## src/rtl/multicycle_control.sv

```systemverilog
// Multicycle CPU control FSM: fetch/decode/execute/memory/write-back sequencing
// with memory wait timeout, illegal-opcode trap and a retired-instruction counter.
module multicycle_control #(
  parameter int unsigned MEM_TIMEOUT = 15
) (
  input  logic        clk,
  input  logic        rst,
  input  logic [5:0]  opcode,
  input  logic        zero,
  input  logic        mem_ready,
  output logic        mem_req,
  output logic        mem_we,
  output logic        ir_write,
  output logic        pc_write,
  output logic [1:0]  pc_src,
  output logic        regdest,
  output logic        regwrite,
  output logic        alusrc,
  output logic [1:0]  alu_op,
  output logic        memtoreg,
  output logic        illegal,
  output logic        timeout,
  output logic [2:0]  state,
  output logic [15:0] instr_count
);

  typedef enum logic [2:0] {
    S_FETCH  = 3'd0,
    S_DECODE = 3'd1,
    S_EXEC   = 3'd2,
    S_MEM    = 3'd3,
    S_WB     = 3'd4,
    S_HALT   = 3'd5
  } state_e;

  localparam logic [5:0] OP_RTYPE = 6'b000000;
  localparam logic [5:0] OP_LW    = 6'b100011;
  localparam logic [5:0] OP_SW    = 6'b101011;
  localparam logic [5:0] OP_BEQ   = 6'b000100;
  localparam logic [5:0] OP_ADDI  = 6'b001000;
  localparam logic [5:0] OP_J     = 6'b000010;

  localparam int unsigned           WAIT_W   = $clog2(MEM_TIMEOUT + 1);
  localparam logic [WAIT_W-1:0]     WAIT_MAX = WAIT_W'(MEM_TIMEOUT);

  state_e              state_q, state_d;
  logic [5:0]          opc_q, opc_d;
  logic [WAIT_W-1:0]   wait_q, wait_d, wait_inc;
  logic [15:0]         instr_cnt_q, instr_cnt_d;
  logic                illegal_q, illegal_d;
  logic                timeout_q, timeout_d;
  logic                retire;

  // NOTE: state lives only in always_ff with non-blocking assignments so every
  // flop samples the pre-edge values of its peers.
  always_ff @(posedge clk or posedge rst) begin
    if (rst) begin
      state_q     <= S_FETCH;
      opc_q       <= '0;
      wait_q      <= '0;
      instr_cnt_q <= '0;
      illegal_q   <= 1'b0;
      timeout_q   <= 1'b0;
    end else begin
      state_q     <= state_d;
      opc_q       <= opc_d;
      wait_q      <= wait_d;
      instr_cnt_q <= instr_cnt_d;
      illegal_q   <= illegal_d;
      timeout_q   <= timeout_d;
    end
  end

  assign wait_inc = wait_q + 1'b1;

  // NOTE: every signal written below gets a default first, so no path through
  // the case can leave one unassigned and infer a latch.
  always_comb begin
    state_d   = state_q;
    opc_d     = opc_q;
    illegal_d = illegal_q;
    timeout_d = timeout_q;
    wait_d    = wait_q;
    mem_req   = 1'b0;
    mem_we    = 1'b0;
    ir_write  = 1'b0;
    pc_write  = 1'b0;
    pc_src    = 2'b00;
    regdest   = 1'b0;
    regwrite  = 1'b0;
    alusrc    = 1'b0;
    alu_op    = 2'b00;
    memtoreg  = 1'b0;

    unique case (state_q)
      S_FETCH: begin
        mem_req = 1'b1;
        if (mem_ready) begin
          ir_write = 1'b1;
          pc_write = 1'b1;
          state_d  = S_DECODE;
        end else if (wait_inc == WAIT_MAX) begin
          state_d   = S_HALT;
          timeout_d = 1'b1;
        end else begin
          wait_d = wait_inc;
        end
      end
      S_DECODE: begin
        opc_d = opcode;
        if (opcode inside {OP_RTYPE, OP_LW, OP_SW, OP_BEQ, OP_ADDI, OP_J}) begin
          state_d = S_EXEC;
        end else begin
          state_d   = S_HALT;
          illegal_d = 1'b1;
        end
      end
      S_EXEC: begin
        unique case (opc_q)
          OP_RTYPE: begin alu_op = 2'b10; state_d = S_WB; end
          OP_ADDI:  begin alusrc = 1'b1;  state_d = S_WB; end
          OP_LW, OP_SW: begin alusrc = 1'b1; state_d = S_MEM; end
          OP_BEQ: begin
            alu_op = 2'b01;
            if (zero) begin
              pc_write = 1'b1;
              pc_src   = 2'b01;
            end
            state_d = S_FETCH;
          end
          OP_J: begin
            pc_write = 1'b1;
            pc_src   = 2'b10;
            state_d  = S_FETCH;
          end
          default: begin
            state_d   = S_HALT;
            illegal_d = 1'b1;
          end
        endcase
      end
      S_MEM: begin
        mem_req = 1'b1;
        mem_we  = (opc_q == OP_SW);
        if (mem_ready) begin
          state_d = (opc_q == OP_SW) ? S_FETCH : S_WB;
        end else if (wait_inc == WAIT_MAX) begin
          state_d   = S_HALT;
          timeout_d = 1'b1;
        end else begin
          wait_d = wait_inc;
        end
      end
      S_WB: begin
        regwrite = 1'b1;
        regdest  = (opc_q == OP_RTYPE);
        memtoreg = (opc_q == OP_LW);
        state_d  = S_FETCH;
      end
      S_HALT:  state_d = S_HALT;
      default: state_d = S_FETCH;
    endcase

    if (state_d != state_q) wait_d = '0;

    // Reset also silences the decoded strobes, since FETCH would otherwise drive mem_req.
    if (rst) begin
      mem_req  = 1'b0;
      mem_we   = 1'b0;
      ir_write = 1'b0;
      pc_write = 1'b0;
      pc_src   = 2'b00;
      regdest  = 1'b0;
      regwrite = 1'b0;
      alusrc   = 1'b0;
      alu_op   = 2'b00;
      memtoreg = 1'b0;
    end
  end

  assign retire      = (state_d == S_FETCH) &&
                       (state_q inside {S_EXEC, S_MEM, S_WB});
  assign instr_cnt_d = retire ? instr_cnt_q + 16'd1 : instr_cnt_q;

  assign illegal     = illegal_q;
  assign timeout     = timeout_q;
  assign state       = state_q;
  assign instr_count = instr_cnt_q;

endmodule
```

## config.mk

```make
export PLATFORM = sky130hd
export DESIGN_NAME = multicycle_control
export DESIGN_NICKNAME = d
export VERILOG_FILES = /design/src/rtl/multicycle_control.sv
export SDC_FILE = /design/constraint.sdc
export NUM_CORES = 1
export LEC_CHECK = 0
export ABC_AREA = 0
export CELL_PAD_IN_SITES_DETAIL_PLACEMENT = 1
export CELL_PAD_IN_SITES_GLOBAL_PLACEMENT = 1
export CORE_MARGIN = 2
export CORE_UTILIZATION = 38
export DETAILED_ROUTE_END_ITERATION = 8
export PLACE_DENSITY_LB_ADDON = 0.1
export SLEW_MARGIN = 20
export SYNTH_ARGS = -nofsm -noshare
export SYNTH_HDL_FRONTEND = slang
export SYNTH_SLANG_ARGS = --single-unit
```

## constraint.sdc

```tcl
create_clock -name clk -period 3.55 [get_ports clk]
set_input_delay 0.71 -clock clk [delete_from_list [all_inputs] [get_ports clk]]
set_output_delay 0.71 -clock clk [all_outputs]
set_load 0.01 [all_outputs]
```

Yosys cells after proc, flatten, opt, wreduce, memory -nomap -nowiden
Cells that the tools add are included.
{ "totals": {"register_bits": 31} }
{ "classes": {"n_addsub": 2, "n_eq_ne": 21, "reduce_logical": 18, "bitwise_logic": 1, "n_mux": 41} }
{ "ops": {"columns": ["operator", "count"], "rows": [
  ["6-bit == test, second input constant", 4],
  ["1-bit 2-to-1 mux", 21],
  ["16-bit by 1-bit adder with 16-bit output, second input constant", 1],
  ["4-bit 2-to-1 mux", 4],
  ["3-bit 2-to-1 mux", 5],
  ["3-bit one-hot mux with 5 select lines", 1],
  ["6-bit by 2-bit == test with 1-bit output, second input constant", 2],
  ["6-bit by 3-bit == test with 1-bit output, second input constant", 2],
  ["6-bit by 4-bit == test with 1-bit output, second input constant", 2],
  ["6-bit zero test", 2],
  ["3-bit one-hot mux with 3 select lines", 1],
  ["3-bit AND reduction", 3],
  ["2-bit 2-to-1 mux", 4],
  ["2-bit one-hot mux with 2 select lines", 2],
  ["2-bit OR reduction", 4],
  ["3-bit by 2-bit == test with 1-bit output, second input constant", 2],
  ["3-bit == test, second input constant", 2],
  ["3-bit zero test", 2],
  ["1-bit one-hot mux with 2 select lines", 3],
  ["6-bit nonzero test", 1],
  ["6-bit OR reduction", 1],
  ["4-bit by 1-bit adder with 4-bit output, second input constant", 1],
  ["4-bit == test, second input constant", 1],
  ["2-bit by 1-bit != test with 1-bit output, second input constant", 2],
  ["other kinds (8)", 10]
]} }

Depth between registers and ports, before layout
Gate-level depths: netlist (run 1).
{ "depth": {"ltp_word": 8, "ltp_mapped": 8} }

Least setup slack after synthesis (run 1)
OpenSTA, ideal clock, no wires.
{ "synth_timing": {"path_kind": "reg-to-output", "startpoint": "register state_q[2], in the netlist state[2]", "endpoint": "output port pc_write", "required_time_ps": 2840, "path_stages_with_launch": 7, "t_arrival_ps": 1859, "setup_slack_ps": 981, "cell_sequence": "dfrtp_1 clkbuf_1 inv_1 nand2_1 nor2_1 nand4b_1 a2111oi_0"} }
{ "synth_via": {"elab_chain_cells": 3, "elab_cells_between_ends": 4} }
{ "synth_lines": {"columns": ["item", "line_no", "rtl"], "rows": [
  ["start, declared", "46", "state_e state_q, state_d;"],
  ["start signal, assigned", "65", "state_q <= state_d;"],
  ["3-bit by 2-bit == test with 1-bit output or 3-bit zero test (tied branches)", "95", "unique case (state_q)"],
  ["1-bit one-hot mux with 2 select lines (*)", "95", null],
  ["1-bit 2-to-1 mux (*)", "167", "if (rst) begin"],
  ["end, declared", "14", "output logic pc_write,"]
]} }
Mark *: on every way between the ends. The rest lies on a longest branch, timed or not.

Worst setup path after layout (run 1)
Same ends and word-level chain as after synthesis.

==> metrics.yaml, run 1 <==
run:
  drv_cap: 0
logic_synthesis:
  avgSynthCellArea_sq_um: 9.54
  synth_nets: 214
  yosysSeqAreaShare: 0.404
  synthAdderAreaFrac: 0.0196
  ys_ff_latch: 31
  synth_xor_area_frac: 0.0861
  synth_top_family_by_area: "simple AND/OR/NAND/NOR gates"
  synth-compound-area-share: 0.129
  synthTopCellsByArea: "dfrtp_1 (40%), xor2_1 (6.8%), mux2_2 (4.1%)"
  synth_top_area_share: 0.404
  synth_edf_count: 0
  yosys-top-cells-count: "dfrtp_1 (31), nand2_1 (17), nor2_1 (17), xor2_1 (15), nor4_1 (11)"
  synthMuxAreaShare: 0.0411
  synth_most_common_cell: "dfrtp_1"
  synthFlopType: "dfrtp_1"
  yosysWarnings: 0
  synth_simple_gate_area_share: 0.284
  yosys.area.top_type: "dfrtp_1"
  netlist_area_sq_um: 1920
  syn_inst: 201
  synth.distinct_cells: 48
  async_flop_share: 1.00
detailed_routing:
  routed_wl_um: 4980
  drc: 0
  final_antenna_net_count: 0
  vias: 1715
  drtIter0Drc: 76
  vias_per_cell: 5.48
  post_drt_wl_per_cell_um: 15.9
  first_pass_iters: 4
placement:
  pre_cts_ws_ns: 0.251
  dp_cells: 306
  placedInstanceArea_sq_um: 2410
  port_buffers: 42
  hpwl_um: 3790
  gp_congestion: 0.792
finish:
  fin_area_sq_um: 2510
  final_cells: 313
  drive_above_1_share: 0.102
  antenna_cells: 0
  num-nets-final: 259
  fillers: 561
  area_growth_syn_to_layout_pct: 31.0
clock_network:
  insertion_delay_ns: 0.28
  tritoncts: "built"
  post_cts_buffers: 0
  cts_root_buffer: "clkbuf_8"
  ctsResizeCount: 0
  cts_max_level: 2
  clk_pin_slew_ns: 0.07
  clockBufferDepth: 2
  cts_buffers: 5
  clock_sinks: 31
  holdBufCountCts: 0
pwr:
  p_comb_frac: 0.390
  p_sw_frac: 0.387
  switchingPower_uw: 587
  p_per_area_nw_per_um2: 604
  pwr-share-clk: 0.225
  p_int_uw: 931
  finalPower_uw: 1520
  peakVddDrop_mv: 0.343
  p_leak_uw: 0.00107
  pwr-share-seq: 0.386
critical_path:
  slowest_stage: "clkdlybuf4s50_1"
  cp_slowest_stage_delay_ns: 0.62
  criticalPathCategory: "reg -> out"
  critPathBufInv: 2
  path_max_fanout: 11
  cp.required_ns: 2.84
  crit_family: "buffers and inverters"
  cp-end-kind: "output pin"
  path_cells: "inv_1 > nand2_1 > nor2_1 > nand4b_1 > a2111oi_0 > clkdlybuf4s50_1"
  cp.arrival_ns: 2.64
  start_kind: "register"
timing:
  worst_slack_ns: 0.204
  drv_slew: 0
  max_freq_mhz: 299
  max_slew.worst_pin.slew_ns: 0.638
  slew_headroom: 0.570
  finalCritPeriodShare: 0.943
  final.min_clock_period_ns: 3.35
  skew_ns: 0.00466
  tns_ns: 0
  finalSetupViolations: 0
  rsz0062_at_grt: "false"
  finalHoldViolations: 0
global_route:
  grt_max_degree: 32
  antenna_found_initial: 0
  track_usage: 0.196
  grt_pass1_wl_um: 8470
  grt-ovfl-total: 0
  grt_pass1_vias: 1760
floorplanning:
  die_w_um: 75.0
  dieArea_sq_um: 5630
  fp-row-count: 25
  start_util: 0.401
  ios: 43
  coreArea_sq_um: 4790
  die_h_um: 75.0
outcome:
  status: "complete, no violations"
min_path:
  hold_class: "reg -> reg"
==> kinds of logic (layout without fill, tap and decap cells) <==
kind of cell,count (synthesis),count (layout)
xor+xnor,18,18
compound gates,32,32
flops,31,31
simple gates,96,96
fa+ha+maj,3,3
mux,7,7
buf+inv,14,59
==> worst paths after layout <==
kind | end | depth (start not counted) | startpoint | slack (ns)
min in group asynchronous | state[0] | 4 | rst | 1.00
worst max register to register | instr_count[15] | 8 | wait_q[0] | 0.94
worst min-delay path | timeout | 1 | timeout | 0.46
worst min register to register | timeout | 1 | timeout | 0.46
worst max-delay path | pc_write | 6 | state[2] | 0.20
max in group asynchronous | opc_q[1] | 4 | rst | 2.25
==> layer usage <==
metal	routed length [um]	global-route usage
met1	2310	0.264
met2	2480	0.321
met3	136	0.0415
met4	56	0.0536
met5	0	0
==> state kept, by name, indices dropped and copies added (netlist names) <==
| register | cells |
|---|---|
| opc_q | 6 |
| state | 3 |
| instr_count | 16 |
| timeout | 1 |
| illegal | 1 |
| wait_q | 4 |
==> metrics by stage <==
stage,hold WS (ns),util
floorplan,0.493,-
finish,0.457,0.525
CTS,0.459,0.525
global placement,0.440,0.504
detailed placement,0.445,0.504
global route,0.484,0.525
==> cell type report <==
type	instances	area, sq um	share of cell area
Timing Repair Buffer	47	458	0.182
Inverter	5	18.8	0.00747
Clock inverter	1	30.0	0.0120
Multi-Input combinational cell	156	1070	0.427
Sequential cell	31	776	0.309
Clock buffer	6	72.6	0.0289
Tap cell	67	83.8	0.0334
==> cell usage in the layout (no fill, tap or decap), types with 4 or more instances in the layout <==
cell	Yosys	layout
a21o_1	6	6
and3_1	6	6
buf_4	0	5
clkbuf_8	0	5
clkdlybuf4s50_1	0	42
dfrtp_1	31	31
inv_1	5	5
mux2_2	7	7
nand2_1	17	17
nand3_1	9	9
nor2_1	17	17
nor2b_1	5	5
nor3_1	7	7
nor4_1	11	11
nor4b_1	4	4
o21ai_0	4	4
xor2_1	15	15
==> power groups by stage <==
stage	Sequential (uW)	Combinational, uW	Clock (uW)
floorplan	546	426	0
finish	586	591	341
global route	608	660	364
global placement	583	577	0
detailed placement	590	597	0
CTS	585	601	346
No activity file was read; power rests on OpenSTA's default activity.
==> run 2, diff against run 1 <==
- SETUP_SLACK_MARGIN: unset -> 0.5
- TNS_END_PERCENT: unset -> 1
==> run 2 against run 1 <==
Wire length is 1.1% higher. Die area unchanged. Global-route usage shrank 0.056 points. Critical endpoint is now pc_src[0]. Highest routed layer unchanged.
==> metrics.yaml, run 2 (same netlist as run 1, synthesis figures left out) <==
critical_path:
  start_kind: "input port"
  path_max_fanout: 3  # -8
  crit_family: "buffers and inverters"
  path_cells: "clkdlybuf4s50_1 > nor4_4 > and3_1 > and2_1 > clkdlybuf4s50_1"
  critPathBufInv: 2  # unchanged
  criticalPathCategory: "in -> out"
  cp_slowest_stage_delay_ns: 0.53  # -0.09 ns
  crit_top_cell: "clkdlybuf4s50_1"
  cp.required_ns: 2.84  # about the same
  cp.arrival_ns: 2.36  # -0.28 ns
  slowest_stage: "clkdlybuf4s50_1"
  cp-end-kind: "output pin"
global_route:
  grt_pass1_vias: 1761  # +0.057%
  antenna_found_initial: 0  # unchanged
  grt_max_degree: 32  # unchanged
  track_usage: 0.196  # -0.000559
  grt-ovfl-total: 0  # unchanged
  grt_pass1_wl_um: 8450  # -0.25%
floorplanning:
  start_util: 0.401  # unchanged
  die_w_um: 75.0  # unchanged
  dieArea_sq_um: 5630  # unchanged
  fp-row-count: 25  # unchanged
  ios: 43  # unchanged
  coreArea_sq_um: 4790  # unchanged
  die_h_um: 75.0  # unchanged
placement:
  port_buffers: 42  # unchanged
  gp_congestion: 0.792  # unchanged
  hpwl_um: 3790  # unchanged
  pre_cts_ws_ns: 0.251  # unchanged
timing:
  skew_ns: 0.00453  # -0.000131 ns
  final.min_clock_period_ns: 3.07  # -0.277 ns
  finalSetupViolations: 0  # unchanged
  tns_ns: 0  # unchanged
  slew_headroom: 0.571  # +0.00127
  drv_slew: 0  # unchanged
  worst_slack_ns: 0.481  # +0.277 ns
  rsz0062_at_grt: "true"
  finalHoldViolations: 0  # unchanged
  finalCritPeriodShare: 0.864  # -0.0781
  max_freq_mhz: 326  # +9.0%
  max_slew.worst_pin.slew_ns: 0.636  # -0.00189 ns
pwr:
  peakVddDrop_mv: 0.350  # +2.1%
  p_leak_uw: 0.00109  # +2.4%
  p_per_area_nw_per_um2: 605  # +0.17%
clock_network:
  clk_pin_slew_ns: 0.07  # about the same
  cts_root_buffer: "clkbuf_8"
  tritoncts: "built"
  ctsResizeCount: 7  # +7
  insertion_delay_ns: 0.28  # about the same
  clockBufferDepth: 2  # unchanged
  clock_sinks: 31  # unchanged
  post_cts_buffers: 0  # unchanged
  cts_max_level: 2  # unchanged
  holdBufCountCts: 0  # unchanged
  cts_buffers: 5  # unchanged
finish:
  final_cell_mix: "clkdlybuf4s50_1 (40), dfrtp_1 (29), nand2_1 (17), nor2_1 (17), xor2_1 (15)"
  fillers: 560  # -0.18%
  num-nets-final: 259  # unchanged
  area_growth_syn_to_layout_pct: 32.8
  antenna_cells: 0  # unchanged
  final_common_cell: "clkdlybuf4s50_1"
  largest_reg_flops: 16  # unchanged
  drive_above_1_share: 0.130  # +0.0285
detailed_routing:
  vias: 1733  # +1.0%
  drtIter0Drc: 95  # +25%
  vias_per_cell: 5.54  # +1.0%
  final_antenna_net_count: 0  # unchanged
  drc: 0  # unchanged
  first_pass_iters: 4  # unchanged
  routed_wl_um: 5040  # +1.1%
  post_drt_wl_per_cell_um: 16.1  # +1.1%
outcome:
  status: "complete, no violations"
min_path:
  hold_class: "reg -> reg"
run:
  drv_cap: 0  # unchanged
run 2: changes by cell type in the layout (fill, tap and decap cells not counted), moves of 2 or more:
cell | previous run | this run
clkdlybuf4s50_1 | 42 | 40
dfrtp_1 | 31 | 29
dfrtp_2 | 0 | 2
nor3_1 | 7 | 5
nor3_2 | 0 | 2
run 2: path summary, 6_finish.rpt:
path	cells past startpoint	slack, ns	endpoint	from
max	5	0.48	pc_src[0]	rst
min	1	0.46	timeout	timeout
max reg2reg	8	0.94	instr_count[15]	wait_q[0]
min reg2reg	1	0.46	timeout	timeout
max in group asynchronous	4	2.17	state[1]	rst
min in group asynchronous	4	1.06	state[0]	rst
run 2: area by class of cell:
cell class	count	area [sq um]	area share
clock buffers	6	72.6	0.0285
clock inverters	1	30.0	0.0118
inverters	5	18.8	0.00737
multi-input cells	156	1100	0.434
flip-flops and latches	31	778	0.306
well taps	67	83.8	0.0329
repair buffers	47	459	0.180
run 2: metrics by stage:
| step | utilization | area [sq um] | std cells | total power, uW | hold slack, ns |
|---|---|---|---|---|---|
| 6_report | 0.532 | 2550 | 313 | 1540 | 0.458 |
| 5_1_grt | 0.532 | 2550 | 313 | 1650 | 0.484 |
| 4_1_cts | 0.528 | 2530 | 313 | 1540 | 0.459 |
| 3_5_place_dp | 0.504 | 2410 | 306 | 1190 | 0.445 |
| 3_3_place_gp | 0.504 | 2410 | 306 | 1160 | 0.440 |
| 2_1_floorplan | - | 1920 | 201 | 972 | 0.493 |
run 2: worst reg2reg max path, cell delays in order (launching register included):
cell and delay (ns):
dfrtp_1 0.43, ha_1 0.26, nor2b_1 0.12, a21oi_1 0.08
o21ai_0 0.45, o22ai_1 0.34, buf_4 0.27, nor4_1 0.42
xor2_1 0.18
run 2: routing by layer:
metal  track usage  up-vias  wire (um)
li1              -      828          -
met1         0.263      873       2360
met2         0.321       27       2490
met3        0.0415        5        139
met4        0.0536        0         56
met5             0        -          0
run 2: power by group:
part           switching (uW)  leakage (uW)  internal, uW
clock network             136     0.0000513           206
registers                 157      0.000397           442
logic                     312      0.000646           289
==> run 3, diff against run 2 <==
- PLACE_DENSITY: unset -> 0.87
- PLACE_DENSITY_LB_ADDON: 0.1 -> unset
==> run 3 against run 2 <==
Maximum frequency decreased by 1.4%. Via count increased by 0.98%. Global-route usage increased by 0.55 points.
==> metrics.yaml, run 3 (same netlist as run 1, synthesis figures left out) <==
global_route:
  grt_max_degree: 32  # unchanged
  track_usage: 0.201  # +0.00548
  antenna_found_initial: 0  # unchanged
  grt-ovfl-total: 0  # unchanged
  grt_pass1_vias: 1755  # -0.34%
  grt_pass1_wl_um: 8650  # +2.5%
placement:
  hpwl_um: 3740  # -1.1%
  port_buffers: 42  # unchanged
  gp_congestion: 0.850  # +7.4%
clock_network:
  ctsResizeCount: 3  # -4
  cts_root_buffer: "clkbuf_8"
  cts_max_level: 2  # unchanged
  insertion_delay_ns: 0.29  # about the same
  tritoncts: "built"
  clk_pin_slew_ns: 0.06  # about the same
  post_cts_buffers: 0  # unchanged
  holdBufCountCts: 0  # unchanged
  clock_sinks: 31  # unchanged
  cts_buffers: 5  # unchanged
  clockBufferDepth: 2  # unchanged
finish:
  area_growth_syn_to_layout_pct: 31.4
  post-route-util: 0.527  # -0.00575
  final-seq-area_sq_um: 777  # -0.16%
  antenna_cells: 0  # unchanged
  largest_reg_flops: 16  # unchanged
  final_common_cell: "clkdlybuf4s50_1"
  drive_above_1_share: 0.121  # -0.00862
  fillers: 554  # -1.1%
  num-nets-final: 261  # +0.77%
  multi_input_area_sq_um: 1090  # -1.0%
  final_cell_mix: "clkdlybuf4s50_1 (40), dfrtp_1 (30), nand2_1 (17), nor2_1 (17), xor2_1 (15)"
timing:
  finalHoldViolations: 0  # unchanged
  drv_slew: 0  # unchanged
  final.min_clock_period_ns: 3.11  # +0.0444 ns
  rsz0062_at_grt: "true"
  slew_headroom: 0.538  # -0.0334
  finalSetupViolations: 0  # unchanged
  holdWs_ns: 0.461  # +0.00338 ns
  finalCritPeriodShare: 0.877  # +0.0125
  max_freq_mhz: 321  # -1.4%
  max_slew.worst_pin.slew_ns: 0.686  # +0.0495 ns
  skew_ns: 0.0115  # +0.00702 ns
  tns_ns: 0  # unchanged
pwr:
  peakVddDrop_mv: 0.442  # +26%
  p_per_area_nw_per_um2: 582  # -3.8%
  p_leak_uw: 0.00109  # -0.47%
  finalPower_uw: 1470  # -4.8%
critical_path:
  cp.required_ns: 2.84  # about the same
  path_max_fanout: 7  # +4
  start_kind: "input port"
  cp_slowest_stage_delay_ns: 0.53  # about the same
  critPathBufInv: 3  # +1
  cp-end-kind: "output pin"
  crit_top_cell: "clkdlybuf4s50_1"
  cp.arrival_ns: 2.40  # +0.04 ns
  slowest_stage: "clkdlybuf4s50_1"
  criticalPathCategory: "in -> out"
  path_cells: "clkdlybuf4s50_1 > buf_4 > nor3_1 > nand2b_1 > nor2_1 > clkdlybuf4s50_1"
  crit_family: "buffers and inverters"
floorplanning:
  die_w_um: 75.0  # unchanged
  dieArea_sq_um: 5630  # unchanged
  die_h_um: 75.0  # unchanged
  fp-row-count: 25  # unchanged
  coreArea_sq_um: 4790  # unchanged
  start_util: 0.401  # unchanged
  ios: 43  # unchanged
detailed_routing:
  final_antenna_net_count: 0  # unchanged
  vias_per_cell: 5.57  # +0.66%
  drtIter0Drc: 66  # -31%
  drc: 0  # unchanged
  routed_wl_um: 5170  # +2.7%
  vias: 1750  # +0.98%
  first_pass_iters: 4  # unchanged
  post_drt_wl_per_cell_um: 16.5  # +2.4%
outcome:
  status: "complete, no violations"
min_path:
  hold_class: "reg -> reg"
run:
  drv_cap: 0  # unchanged
-- run 3: worst paths after layout --
path / endpoint / cells after the start / start / slack (ns)
setup / recovery: memtoreg / 6 / rst / 0.44
hold / removal: timeout / 1 / timeout / 0.46
setup reg to reg: instr_count[1] / 6 / opc_q[3] / 0.99
hold reg to reg: timeout / 1 / timeout / 0.46
max in group asynchronous: state[1] / 4 / rst / 2.16
min in group asynchronous: state[0] / 4 / rst / 1.07
-- run 3: per-layer routing --
metal,part of all wire,wire length (um),vias up,global-route usage
li1,-,-,834,-
met1,0.44,2270,866,0.269
met2,0.50,2590,44,0.333
met3,0.050,258,6,0.0361
met4,0.011,55,0,0.0595
met5,0,0,-,0
-- run 3: layout make-up --
class,count,share of cell area
clock buffer,6,0.0288
multi-input combinational,156,0.434
inverter,5,0.00745
timing repair buffer,49,0.188
sequential,31,0.308
tap,67,0.0333
-- run 3: report_power, final --
part | total [uW] | internal (uW) | switching (uW)
sequential | 582 | 441 | 141
combinational | 633 | 300 | 333
clock | 252 | 130 | 122
total | 1470 | 871 | 596
-- run 3: metrics by stage --
step	setup WS (ns)	area, sq um	std cells
after floorplan	0.981	1920	201
after CTS	0.374	2500	314
after global routing	0.366	2520	314
final	0.437	2520	314
after global placement	0.365	2420	308
after detailed placement	0.378	2420	308
